[src/rtl/fetch_ctrl.sv]
// Instruction fetch controller: PC register, single-outstanding imem request,
// IF/ID register with a one-entry hold buffer, redirect/flush and halt.
module fetch_ctrl #(
    parameter int              PC_W     = 9,
    parameter logic [PC_W-1:0] RESET_PC = '0
) (
    input  logic            clk,
    input  logic            reset,
    input  logic            PcSel,
    input  logic [31:0]     BrPC,
    input  logic            Halt,
    input  logic            Stall,
    output logic            ImemReq,
    output logic [PC_W-1:0] ImemAddr,
    input  logic            ImemGnt,
    input  logic            ImemRvalid,
    input  logic [31:0]     ImemRdata,
    output logic [PC_W-1:0] IfPc,
    output logic [31:0]     IfInstr,
    output logic            IfValid,
    output logic            Flush,
    output logic            Halted
);

    typedef enum logic [1:0] {
        FETCH_REQ,
        WAIT_RSP,
        DROP,
        HALTED
    } state_t;

    state_t          state, state_d;
    logic [PC_W-1:0] pc, pc_d;
    logic [PC_W-1:0] req_pc, req_pc_d;
    logic            hold_v, hold_v_d;
    logic [PC_W-1:0] hold_pc, hold_pc_d;
    logic [31:0]     hold_instr, hold_instr_d;
    logic            halt_pend, halt_pend_d;
    logic [PC_W-1:0] if_pc_d;
    logic [31:0]     if_instr_d;
    logic            if_valid_d;

    logic grant;
    logic deliver;
    logic outstanding;
    logic brpc_unused;

    assign brpc_unused = ^BrPC;

    assign ImemAddr = pc;
    assign Halted   = (state == HALTED);

    always_comb begin
        state_d      = state;
        pc_d         = pc;
        req_pc_d     = req_pc;
        hold_v_d     = hold_v;
        hold_pc_d    = hold_pc;
        hold_instr_d = hold_instr;
        halt_pend_d  = halt_pend;
        if_pc_d      = IfPc;
        if_instr_d   = IfInstr;
        if_valid_d   = IfValid;

        ImemReq = reset && (state == FETCH_REQ) && !hold_v;
        grant   = ImemReq && ImemGnt;
        deliver = (state == WAIT_RSP) && ImemRvalid;
        Flush   = PcSel && (state != HALTED);
        // A response landing in the redirect cycle retires the request.
        outstanding = grant
                   || (((state == WAIT_RSP) || (state == DROP)) && !ImemRvalid);

        if (state == HALTED) begin
            if_valid_d = 1'b0;
        end else if (PcSel) begin
            pc_d        = {BrPC[PC_W-1:2], 2'b00};
            if_valid_d  = 1'b0;
            hold_v_d    = 1'b0;
            halt_pend_d = halt_pend || Halt;
            if (outstanding)
                state_d = DROP;
            else if (halt_pend || Halt)
                state_d = HALTED;
            else
                state_d = FETCH_REQ;
        end else begin
            unique case (state)
                FETCH_REQ: begin
                    if (grant) begin
                        pc_d     = pc + PC_W'(4);
                        req_pc_d = pc;
                        state_d  = WAIT_RSP;
                    end
                end
                WAIT_RSP: begin
                    if (ImemRvalid)
                        state_d = FETCH_REQ;
                end
                DROP: begin
                    if (ImemRvalid)
                        state_d = halt_pend ? HALTED : FETCH_REQ;
                end
                default: ;
            endcase

            if (Stall) begin
                if (deliver) begin
                    hold_v_d     = 1'b1;
                    hold_pc_d    = req_pc;
                    hold_instr_d = ImemRdata;
                end
            end else if (hold_v) begin
                if_pc_d    = hold_pc;
                if_instr_d = hold_instr;
                if_valid_d = 1'b1;
                hold_v_d   = 1'b0;
            end else if (deliver) begin
                if_pc_d    = req_pc;
                if_instr_d = ImemRdata;
                if_valid_d = 1'b1;
            end else begin
                if_valid_d = 1'b0;
            end
        end
    end

    always_ff @(posedge clk or negedge reset) begin
        if (!reset) begin
            state      <= FETCH_REQ;
            pc         <= RESET_PC;
            req_pc     <= '0;
            hold_v     <= 1'b0;
            hold_pc    <= '0;
            hold_instr <= '0;
            halt_pend  <= 1'b0;
            IfPc       <= '0;
            IfInstr    <= '0;
            IfValid    <= 1'b0;
        end else begin
            state      <= state_d;
            pc         <= pc_d;
            req_pc     <= req_pc_d;
            hold_v     <= hold_v_d;
            hold_pc    <= hold_pc_d;
            hold_instr <= hold_instr_d;
            halt_pend  <= halt_pend_d;
            IfPc       <= if_pc_d;
            IfInstr    <= if_instr_d;
            IfValid    <= if_valid_d;
        end
    end

endmodule

[config.mk]
export PLATFORM = sky130hd
export DESIGN_NAME = fetch_ctrl
export DESIGN_NICKNAME = d
export VERILOG_FILES = /design/src/rtl/fetch_ctrl.sv
export SDC_FILE = /design/constraint.sdc
export NUM_CORES = 1
export LEC_CHECK = 0
export ABC_AREA = 1
export BUFFER_PORTS_ARGS = -buffer_cell sky130_fd_sc_hd__buf_2
export CAP_MARGIN = 15
export CORE_MARGIN = 3
export CORE_UTILIZATION = 40
export DETAILED_ROUTE_END_ITERATION = 8
export PLACE_DENSITY_LB_ADDON = 0.25
export SYNTH_ARGS = -nofsm -noshare
export SYNTH_HDL_FRONTEND = slang
export SYNTH_SLANG_ARGS = --single-unit
[constraint.sdc]
create_clock -name clk -period 4.8 [get_ports clk]
set_clock_uncertainty 0.05 [all_clocks]
set_input_delay 0.96 -clock clk [delete_from_list [all_inputs] [get_ports clk]]
set_output_delay 0.96 -clock clk [all_outputs]
set_load 0.05 [all_outputs]
==> impl_metrics.toml, run 1 <==
[logic_synthesis]
post-synth-top-area-fraction = 0.547
synth-seq-cells = 97
synth.distinct_cells = 26
synth_area_leader_cell = "dfrtp_1"
yosys-top-cells-area = "dfrtp_1 55%, nand2_1 15%, o21ai_0 14%"
synth_area_sq_mm = 0.00443
synth_cells = 540
seq_area_frac_synth = 0.547
avgSynthCellArea_sq_um = 8.21
ys_warn_count = 0

[drt]
vias_per_cell = 4.72
antenna_left = 0
firstDrtPassIters = 4
vias = 3585
wirelength_microns = 9020
drc = 0
wire_per_inst_microns = 11.9
drt-initial-drc-count = 296

[cells_and_area]
final_cell_mix = "178 x nand2_1, 120 x o21ai_0, 97 x dfrtp_1"
syn_to_final_growth_pct = 15.7
drive_gt1_frac = 0.197
fill_cells = 1038
mostFrequentLayoutCell = "nand2_1"
finalNetCount = 696
diodes = 0
fin_util = 0.486

[setup_path]
cp.required_ns = 3.79
arrival_ns = 2.04
slowest_stage = "buf_4"
worst-path-max-fanout = 56
crit_path_end_kind = "primary output"
worstSetupPathType = "primary input to primary output"
path_cells = "buf_4, nand2_1, nor2_1, buf_2"
r2r_cells = 6
slowest_delay_ns = 0.55
worstSetupStartpointType = "primary input"

[sta]
setup_viol = 0
rsz0062_at_grt = "false"
max_freq_ghz = 0.328
finalHoldViolCount = 0
fin_crit_sh = 0.635
worst_pin_slew_ns = 0.729
slew_viol_final = 0
timing.final.ws_setup_ns = 1.75
relSlewSlack = 0.514
period_minus_slack_ns = 3.05
holdWs_ns = 0.436
fin_tns_setup_ns = 0

[floorplanning]
dieHeight_microns = 111
pin_count = 125
die_width_microns = 111
core_sq_mm = 0.0106
rows = 37
dieArea_sq_mm = 0.0124
start_util = 0.420

[cts]
cts_hold_buf = 0
root_buffer = "clkbuf_8"
clock-sinks = 97
ctsResizeCount = 0
numCtsBuffers = 9
cts_tree = "done"
post_cts_buffers = 0
clk_pin_slew_ns = 0.08
clock_latency_ns = 0.34
htreeDepth = 3
clk_path_buf_depth = 2

[power]
p_per_area_mw_per_mm2 = 692
p_total_w = 0.00355
vdd_drop_max_v = 0.000411
leakage_nw = 2.85

[job]
cap_violations = 0

[placement]
dp_hpwl_microns = 5960
gp_congestion = 0.806
io_buffers = 95
pre_cts_ws_ns = 1.70

[global_route]
grt-ovfl-total = 0
grt_pass1_vias = 3403
antenna_found_initial = 0
grt_pass1_wl_microns = 15500
grt_usage = 0.148
grt_start_max_net_pins = 81

[worst_hold_path]
hold_path_depth = 2
hp-class = "flip-flop to flip-flop"

[run_status]
outcome = "finished clean"
-- cell usage after synthesis --
cell and n:
ha_1 5, or2_2 1, nand4_2 1, buf_4 6
nand2_2 2, nand2_1 178, inv_2 2, nand3_1 9
buf_6 5, nor2_1 14, o21ai_1 11, clkbuf_1 11
o31ai_1 1, buf_2 9, conb_1 1, nor2_2 2
clkinv_1 1, nand4_1 2, inv_1 56, o22ai_1 1
xnor2_1 1, dfrtp_1 97, a21oi_1 1, clkbuf_2 2
nor3_4 1, o21ai_0 120
-- power breakdown --
part / leakage, nW / internal, W / switching (W)
sequential: 1.22 / 0.00118 / 0.000215
combinational: 1.53 / 0.000414 / 0.00123
clock: 0.0981 / 0.000252 / 0.000267
total: 2.85 / 0.00184 / 0.00171
-- sequential cells by signal, summed over array words and instances, names as in the netlist --
signal and count:
IfInstr 32, hold_instr 32, IfPc 7, ImemAddr 7, hold_pc 7, req_pc 7, state 2, IfValid 1
halt_pend 1, hold_v 1
-- worst max-delay path, delay by kind of cell --
kind,cells,cell delay (ns)
buf+inv,2,0.83
simple gates,2,0.23
-- worst paths after layout --
check                          startpoint             end  slack [ns]
hold / removal             hold_instr[23]  hold_instr[23]        0.44
max in group asynchronous           reset     ImemAddr[7]        3.06
hold reg to reg            hold_instr[23]  hold_instr[23]        0.44
min in group asynchronous           reset  hold_instr[10]        0.61
setup / recovery                    reset         ImemReq        1.75
setup reg to reg                 state[0]  hold_instr[29]        2.52
-- per-stage QoR --
step | instances | area [sq um]
floorplan | 543 | 4450
global placement | 744 | 4920
global route | 760 | 5130
CTS | 759 | 5110
finish | 760 | 5130
detailed placement | 744 | 4920
-- cell families (layout without fill, tap and decap cells) --
family | after synthesis | count (layout) | synth area share
xor+xnor | 1 | 1 | 0.00198
buf+inv | 92 | 173 | 0.0945
flops | 97 | 97 | 0.547
other cells | 1 | 4 | 0.000846
simple gates | 210 | 210 | 0.189
compound gates | 134 | 134 | 0.152
fa+ha+maj | 5 | 5 | 0.0141
-- per-layer routing --
metal / wire length [microns] / part of all wire / global-route usage
met5: 0 / 0 / 0
met2: 4060 / 0.45 / 0.238
met3: 506 / 0.056 / 0.0371
met4: 55 / 0.0061 / 0.0389
met1: 4390 / 0.49 / 0.201
-- cell type report --
cell class / count / area [sq um] / share of cell area
Tap cell: 136 / 170 / 0.0332
Clock inverter: 5 / 56.3 / 0.0110
Inverter: 59 / 221 / 0.0431
Sequential cell: 97 / 2430 / 0.473
Timing Repair Buffer: 99 / 520 / 0.101
Clock buffer: 10 / 138 / 0.0268
Multi-Input combinational cell: 354 / 1600 / 0.312
(Power assumes the default switching activity.)
==> run 2, diff against run 1 <==
==> constraint.sdc (replaced) <==
create_clock -name clk -period 2.6 [get_ports clk]
set_clock_uncertainty 0.05 [all_clocks]
set_input_delay 0.52 -clock clk [delete_from_list [all_inputs] [get_ports clk]]
set_output_delay 0.52 -clock clk [all_outputs]
set_load 0.05 [all_outputs]
==> run 2 against run 1 <==
Effect of this change: routed wire length grew 2.7%; critical path type unchanged; critical endpoint unchanged; global-route usage grew 0.64 points; combinational power grew 85%; core utilization grew 0.60 points; sequential power grew 84%; sequential share of layout area shrank 0.58 points; die area is the same.
==> impl_metrics.toml, run 2 (same netlist as run 1, synthesis figures left out) <==
[run_status]
outcome = "finished clean"

[cells_and_area]
final_cell_mix = "178 x nand2_1, 120 x o21ai_0, 97 x dfrtp_1"
drive_gt1_frac = 0.199
finalNetCount = 699
syn_to_final_growth_pct = 17.2
top_regs = "IfInstr x32, hold_instr x32"
diodes = 0
fill_cells = 1059
mostFrequentLayoutCell = "nand2_1"

[cts]
clock-sinks = 97
cts_hold_buf = 1
clock_latency_ns = 0.35
cts_tree = "done"
root_buffer = "clkbuf_8"
numCtsBuffers = 9
ctsResizeCount = 0
clk_pin_slew_ns = 0.09
htreeDepth = 3
clk_path_buf_depth = 2
post_cts_buffers = 0

[placement]
dp_hpwl_microns = 6080
gp_congestion = 0.832
io_buffers = 95
pre_cts_ws_ns = 0.573

[setup_path]
critPathLaunch = "reset"
rr_startpoint = "state[0]"
worstSetupStartpointType = "primary input"
crit_end = "ImemReq"
worst-path-max-fanout = 6
r2r_slack_ns = 0.68
crit_path_end_kind = "primary output"
r2r_cells = 8
worstSetupPathType = "primary input to primary output"
r2r-end = "IfInstr[14]"
cp.required_ns = 2.03
arrival_ns = 1.71

[sta]
relSlewSlack = 0.507
worst_pin_slew_ns = 0.739
slew_viol_final = 0
fin_crit_sh = 0.876
finalHoldViolCount = 0
fin_tns_setup_ns = 0
max_freq_ghz = 0.439
rsz0062_at_grt = "false"
period_minus_slack_ns = 2.28
timing.final.ws_setup_ns = 0.324
setup_viol = 0
holdWs_ns = 0.379

[worst_hold_path]
hold_path_depth = 3
hp-class = "primary input to flip-flop"

[global_route]
grt_pass1_vias = 3418
grt_usage = 0.155
antenna_found_initial = 0
grt-ovfl-total = 0
grt_pass1_wl_microns = 16000
grt_start_max_net_pins = 79

[job]
cap_violations = 0

[floorplanning]
start_util = 0.420
core_sq_mm = 0.0106
rows = 37
pin_count = 125
die_width_microns = 111
dieHeight_microns = 111
dieArea_sq_mm = 0.0124

[power]
p_per_area_mw_per_mm2 = 1290
power.share.switching = 0.475
power.internal_w = 0.00352
vdd_drop_max_v = 0.000618
leakage_nw = 2.89
power_frac_clock = 0.163
power_frac_seq = 0.383
p_switching_w = 0.00318
p_comb_frac = 0.454

[drt]
vias_per_cell = 4.73
wire_per_inst_microns = 12.1
wirelength_microns = 9260
drt-initial-drc-count = 208
drc = 0
antenna_left = 0
firstDrtPassIters = 4
vias = 3614
run 2: per-layer routing:
| layer | up-vias | routed length [microns] | GRT usage |
|---|---|---|---|
| li1 | 1857 | - | - |
| met1 | 1647 | 4610 | 0.215 |
| met2 | 100 | 4010 | 0.243 |
| met3 | 10 | 495 | 0.0267 |
| met4 | 0 | 142 | 0.0568 |
| met5 | - | 0 | 0 |
run 2: through the flow:
stage               std cells  total power (W)   util  area, sq um
detailed placement        747          0.00567  0.470         4970
finish                    764          0.00670  0.492         5200
global route              764          0.00722  0.492         5200
CTS                       764          0.00677  0.492         5200
floorplan                 543          0.00492      -         4450
global placement          747          0.00558  0.470         4970
run 2: area by class of cell:
class | count | area (sq um) | area share
Inverter | 59 | 221 | 0.0426
Sequential cell | 97 | 2430 | 0.467
Clock inverter | 5 | 78.8 | 0.0152
Clock buffer | 11 | 141 | 0.0272
Timing Repair Buffer | 102 | 558 | 0.107
Tap cell | 136 | 170 | 0.0327
Multi-Input combinational cell | 354 | 1600 | 0.308
run 2: worst min-delay path by stage:
stage | slack (ns) | from | endpoint
after global placement | 0.29 | reset | state[1]
after CTS | 0.37 | Halt | halt_pend
final | 0.38 | Halt | halt_pend
after detailed placement | 0.29 | reset | halt_pend
after global routing | 0.37 | Halt | halt_pend
after floorplan | 0.17 | reset | IfInstr[0]
run 2: power groups by stage:
stage / Clock, W / Sequential [W] / Combinational, W
2_1_floorplan: 0 / 0.00374 / 0.00118
3_3_place_gp: 0 / 0.00256 / 0.00301
3_5_place_dp: 0 / 0.00260 / 0.00307
4_1_cts: 0.00112 / 0.00257 / 0.00308
5_1_grt: 0.00118 / 0.00266 / 0.00337
6_report: 0.00109 / 0.00256 / 0.00304
run 2: worst max-delay path: stages:
cell and delay (ns):
dlygate4sd3_1 0.56, buf_4 0.18, nand2_1 0.06, nor2_1 0.11, buf_2 0.28
==> run 3, diff against run 2 <==
--- a/config.mk
+++ b/config.mk
@@ -5,7 +5,6 @@
 export SDC_FILE = /design/constraint.sdc
 export NUM_CORES = 1
 export LEC_CHECK = 0
-export ABC_AREA = 1
 export BUFFER_PORTS_ARGS = -buffer_cell sky130_fd_sc_hd__buf_2
 export CAP_MARGIN = 15
 export CORE_MARGIN = 3
==> run 3 against run 2 <==
Effect of this change: power is 6.4% higher; die area shrank 1.6%; clock-buffer cell count fell by 1; sequential share of layout area is 0.28 points lower; critical path depth is 1 lower; routed wire length fell by 2.1%; via count decreased by 17%; maximum frequency is 8.7% lower; synthesized cell count down 32%; global-route usage up 0.10 points; clock power rose by 7%; sequential cell count did not move; critical endpoint unchanged; highest routed layer unchanged.
==> impl_metrics.toml, run 3 <==
[setup_path]
critPathLaunch = "reset"
worstSetupPathType = "primary input to primary output"
path_cells = "dlygate4sd3_1, buf_4, nor3b_1, buf_2"
slowest_delay_ns = 0.58
arrival_ns = 1.92
slowest_stage = "dlygate4sd3_1"
rr_startpoint = "state[1]"
worst-path-max-fanout = 18
crit_end = "ImemReq"
crit_path_end_kind = "primary output"
r2r-end = "req_pc[5]"
r2r_cells = 5
cp.required_ns = 2.03
worstSetupStartpointType = "primary input"
r2r_slack_ns = 0.66

[logic_synthesis]
ys_warn_count = 0
avgSynthCellArea_sq_um = 11.9
yosys-top-cells-area = "dfrtp_1 56%, mux2_2 12%, mux2i_1 9.4%"
synth.distinct_cells = 37
synth_area_leader_cell = "dfrtp_1"
synth-seq-cells = 97
yosysMostFrequentCell = "dfrtp_1"
synth_cells = 365
synth_ff_type = "dfrtp_1"
synthArstFlopShare = 1.00
synth-edff-count = 0
post-synth-top-area-fraction = 0.557
synth_area_sq_mm = 0.00436
seq_area_frac_synth = 0.557
synthTopCellsByCount = "97 x dfrtp_1, 50 x a21oi_1, 47 x mux2_2, 45 x nor2_1, 41 x mux2i_1"

[cts]
cts_tree = "done"
clk_path_buf_depth = 2
clock-sinks = 97
clk_pin_slew_ns = 0.09
root_buffer = "clkbuf_8"
ctsResizeCount = 0
clock_latency_ns = 0.36
numCtsBuffers = 9
htreeDepth = 3

[drt]
firstDrtPassIters = 4
drc = 0
vias_per_cell = 5.00
vias = 2984
antenna_left = 0
wirelength_microns = 9070
wire_per_inst_microns = 15.2
drt-initial-drc-count = 160

[floorplanning]
dieArea_sq_mm = 0.0122
start_util = 0.417
core_sq_mm = 0.0105
die_width_microns = 110
rows = 37
pin_count = 125
dieHeight_microns = 110

[sta]
timing.final.ws_setup_ns = 0.107
holdWs_ns = 0.332
max_freq_ghz = 0.401
fin_crit_sh = 0.959
finalHoldViolCount = 0
period_minus_slack_ns = 2.49
fin_tns_setup_ns = 0
setup_viol = 0
slew_viol_final = 0
worst_pin_slew_ns = 0.645
rsz0062_at_grt = "false"
relSlewSlack = 0.570

[cells_and_area]
final_cell_mix = "96 x dfrtp_1, 94 x buf_2, 50 x a21oi_1"
finalNetCount = 531
fin_util = 0.500
mostFrequentLayoutCell = "dfrtp_1"
drive_gt1_frac = 0.374
syn_to_final_growth_pct = 20.0
top_regs = "IfInstr x32, hold_instr x32"

[global_route]
grt_pass1_vias = 3022
grt_usage = 0.156
grt_pass1_wl_microns = 14500
top_usage_layer = "met2"
grt_util_met2 = 0.248
grt_start_max_net_pins = 84
globalRouteMet1Util = 0.203
met3_usage = 0.0344
antenna_found_initial = 1
grt-ovfl-total = 0

[worst_hold_path]
hp-start = "Halt"
hp-class = "primary input to flip-flop"

[power]
vdd_drop_max_v = 0.000608
leakage_nw = 2.41
p_per_area_mw_per_mm2 = 1360

[placement]
gp_congestion = 0.802
pre_cts_ws_ns = 0.613
io_buffers = 95
dp_hpwl_microns = 5980

[run_status]
outcome = "finished clean"

[job]
cap_violations = 0
## run 3: changes by cell type in the layout (fill, tap and decap cells not counted), moves of 7 or more
cell     before  now
o21ai_1      11    0
nor2_1       14   45
mux2i_1       0   41
nand3_1       9    2
o21ai_0     120    5
a21oi_1       1   50
nand2_1     178    8
mux2_2        0   47
inv_1        56    6
## run 3: repair_timing
action,4_1_cts,5_1_grt
hold buffers,1,0
setup buffers,0,0
endpoints found under the hold margin,14,0
## run 3: layout make-up
cell class              count  area, sq um
diodes                      1         2.50
clock buffers              10          138
clock inverters             6          105
fillers                   994         5230
inverters                   6         22.5
multi-input cells         237         1770
flip-flops and latches     97         2430
well taps                 136          170
repair buffers            104          593
## run 3: how the worst min path moves through the flow
stage | to | slack [ns] | cells after the start
final | halt_pend | 0.33 | 2
after CTS | halt_pend | 0.30 | 2
after floorplan | IfInstr[0] | 0.17 | 0
after global routing | halt_pend | 0.32 | 2
after detailed placement | state[0] | 0.36 | 1
after global placement | state[0] | 0.35 | 1
## run 3: routing by layer
layer	routed length (microns)	share of wire
met4	144	0.016
met1	4210	0.46
met3	531	0.059
met2	4180	0.46
met5	0	0
## run 3: through the flow
step                cells  instance area, sq um  total power [W]
detailed placement    578                  4950          0.00602
global placement      578                  4950          0.00593
CTS                   595                  5200          0.00721
global route          597                  5230          0.00759
finish                597                  5230          0.00712
floorplan             368                  4370          0.00520
## run 3: worst max-delay path, delay by kind of cell
kind | cells | cell delay (ns)
buf+inv | 3 | 1.16
simple gates | 1 | 0.24
## run 3: report_power, final
group	total (W)	switching, W	internal (W)
sequential	0.00265	0.000448	0.00220
combinational	0.00330	0.00226	0.00104
clock	0.00117	0.000510	0.000661
## run 3: kinds of logic after synthesis
logic type      synth area share
buf+inv                   0.0408
fa+ha+maj                 0.0144
other cells             0.000861
mux                        0.216
simple gates              0.0827
flops                      0.557
compound gates            0.0887
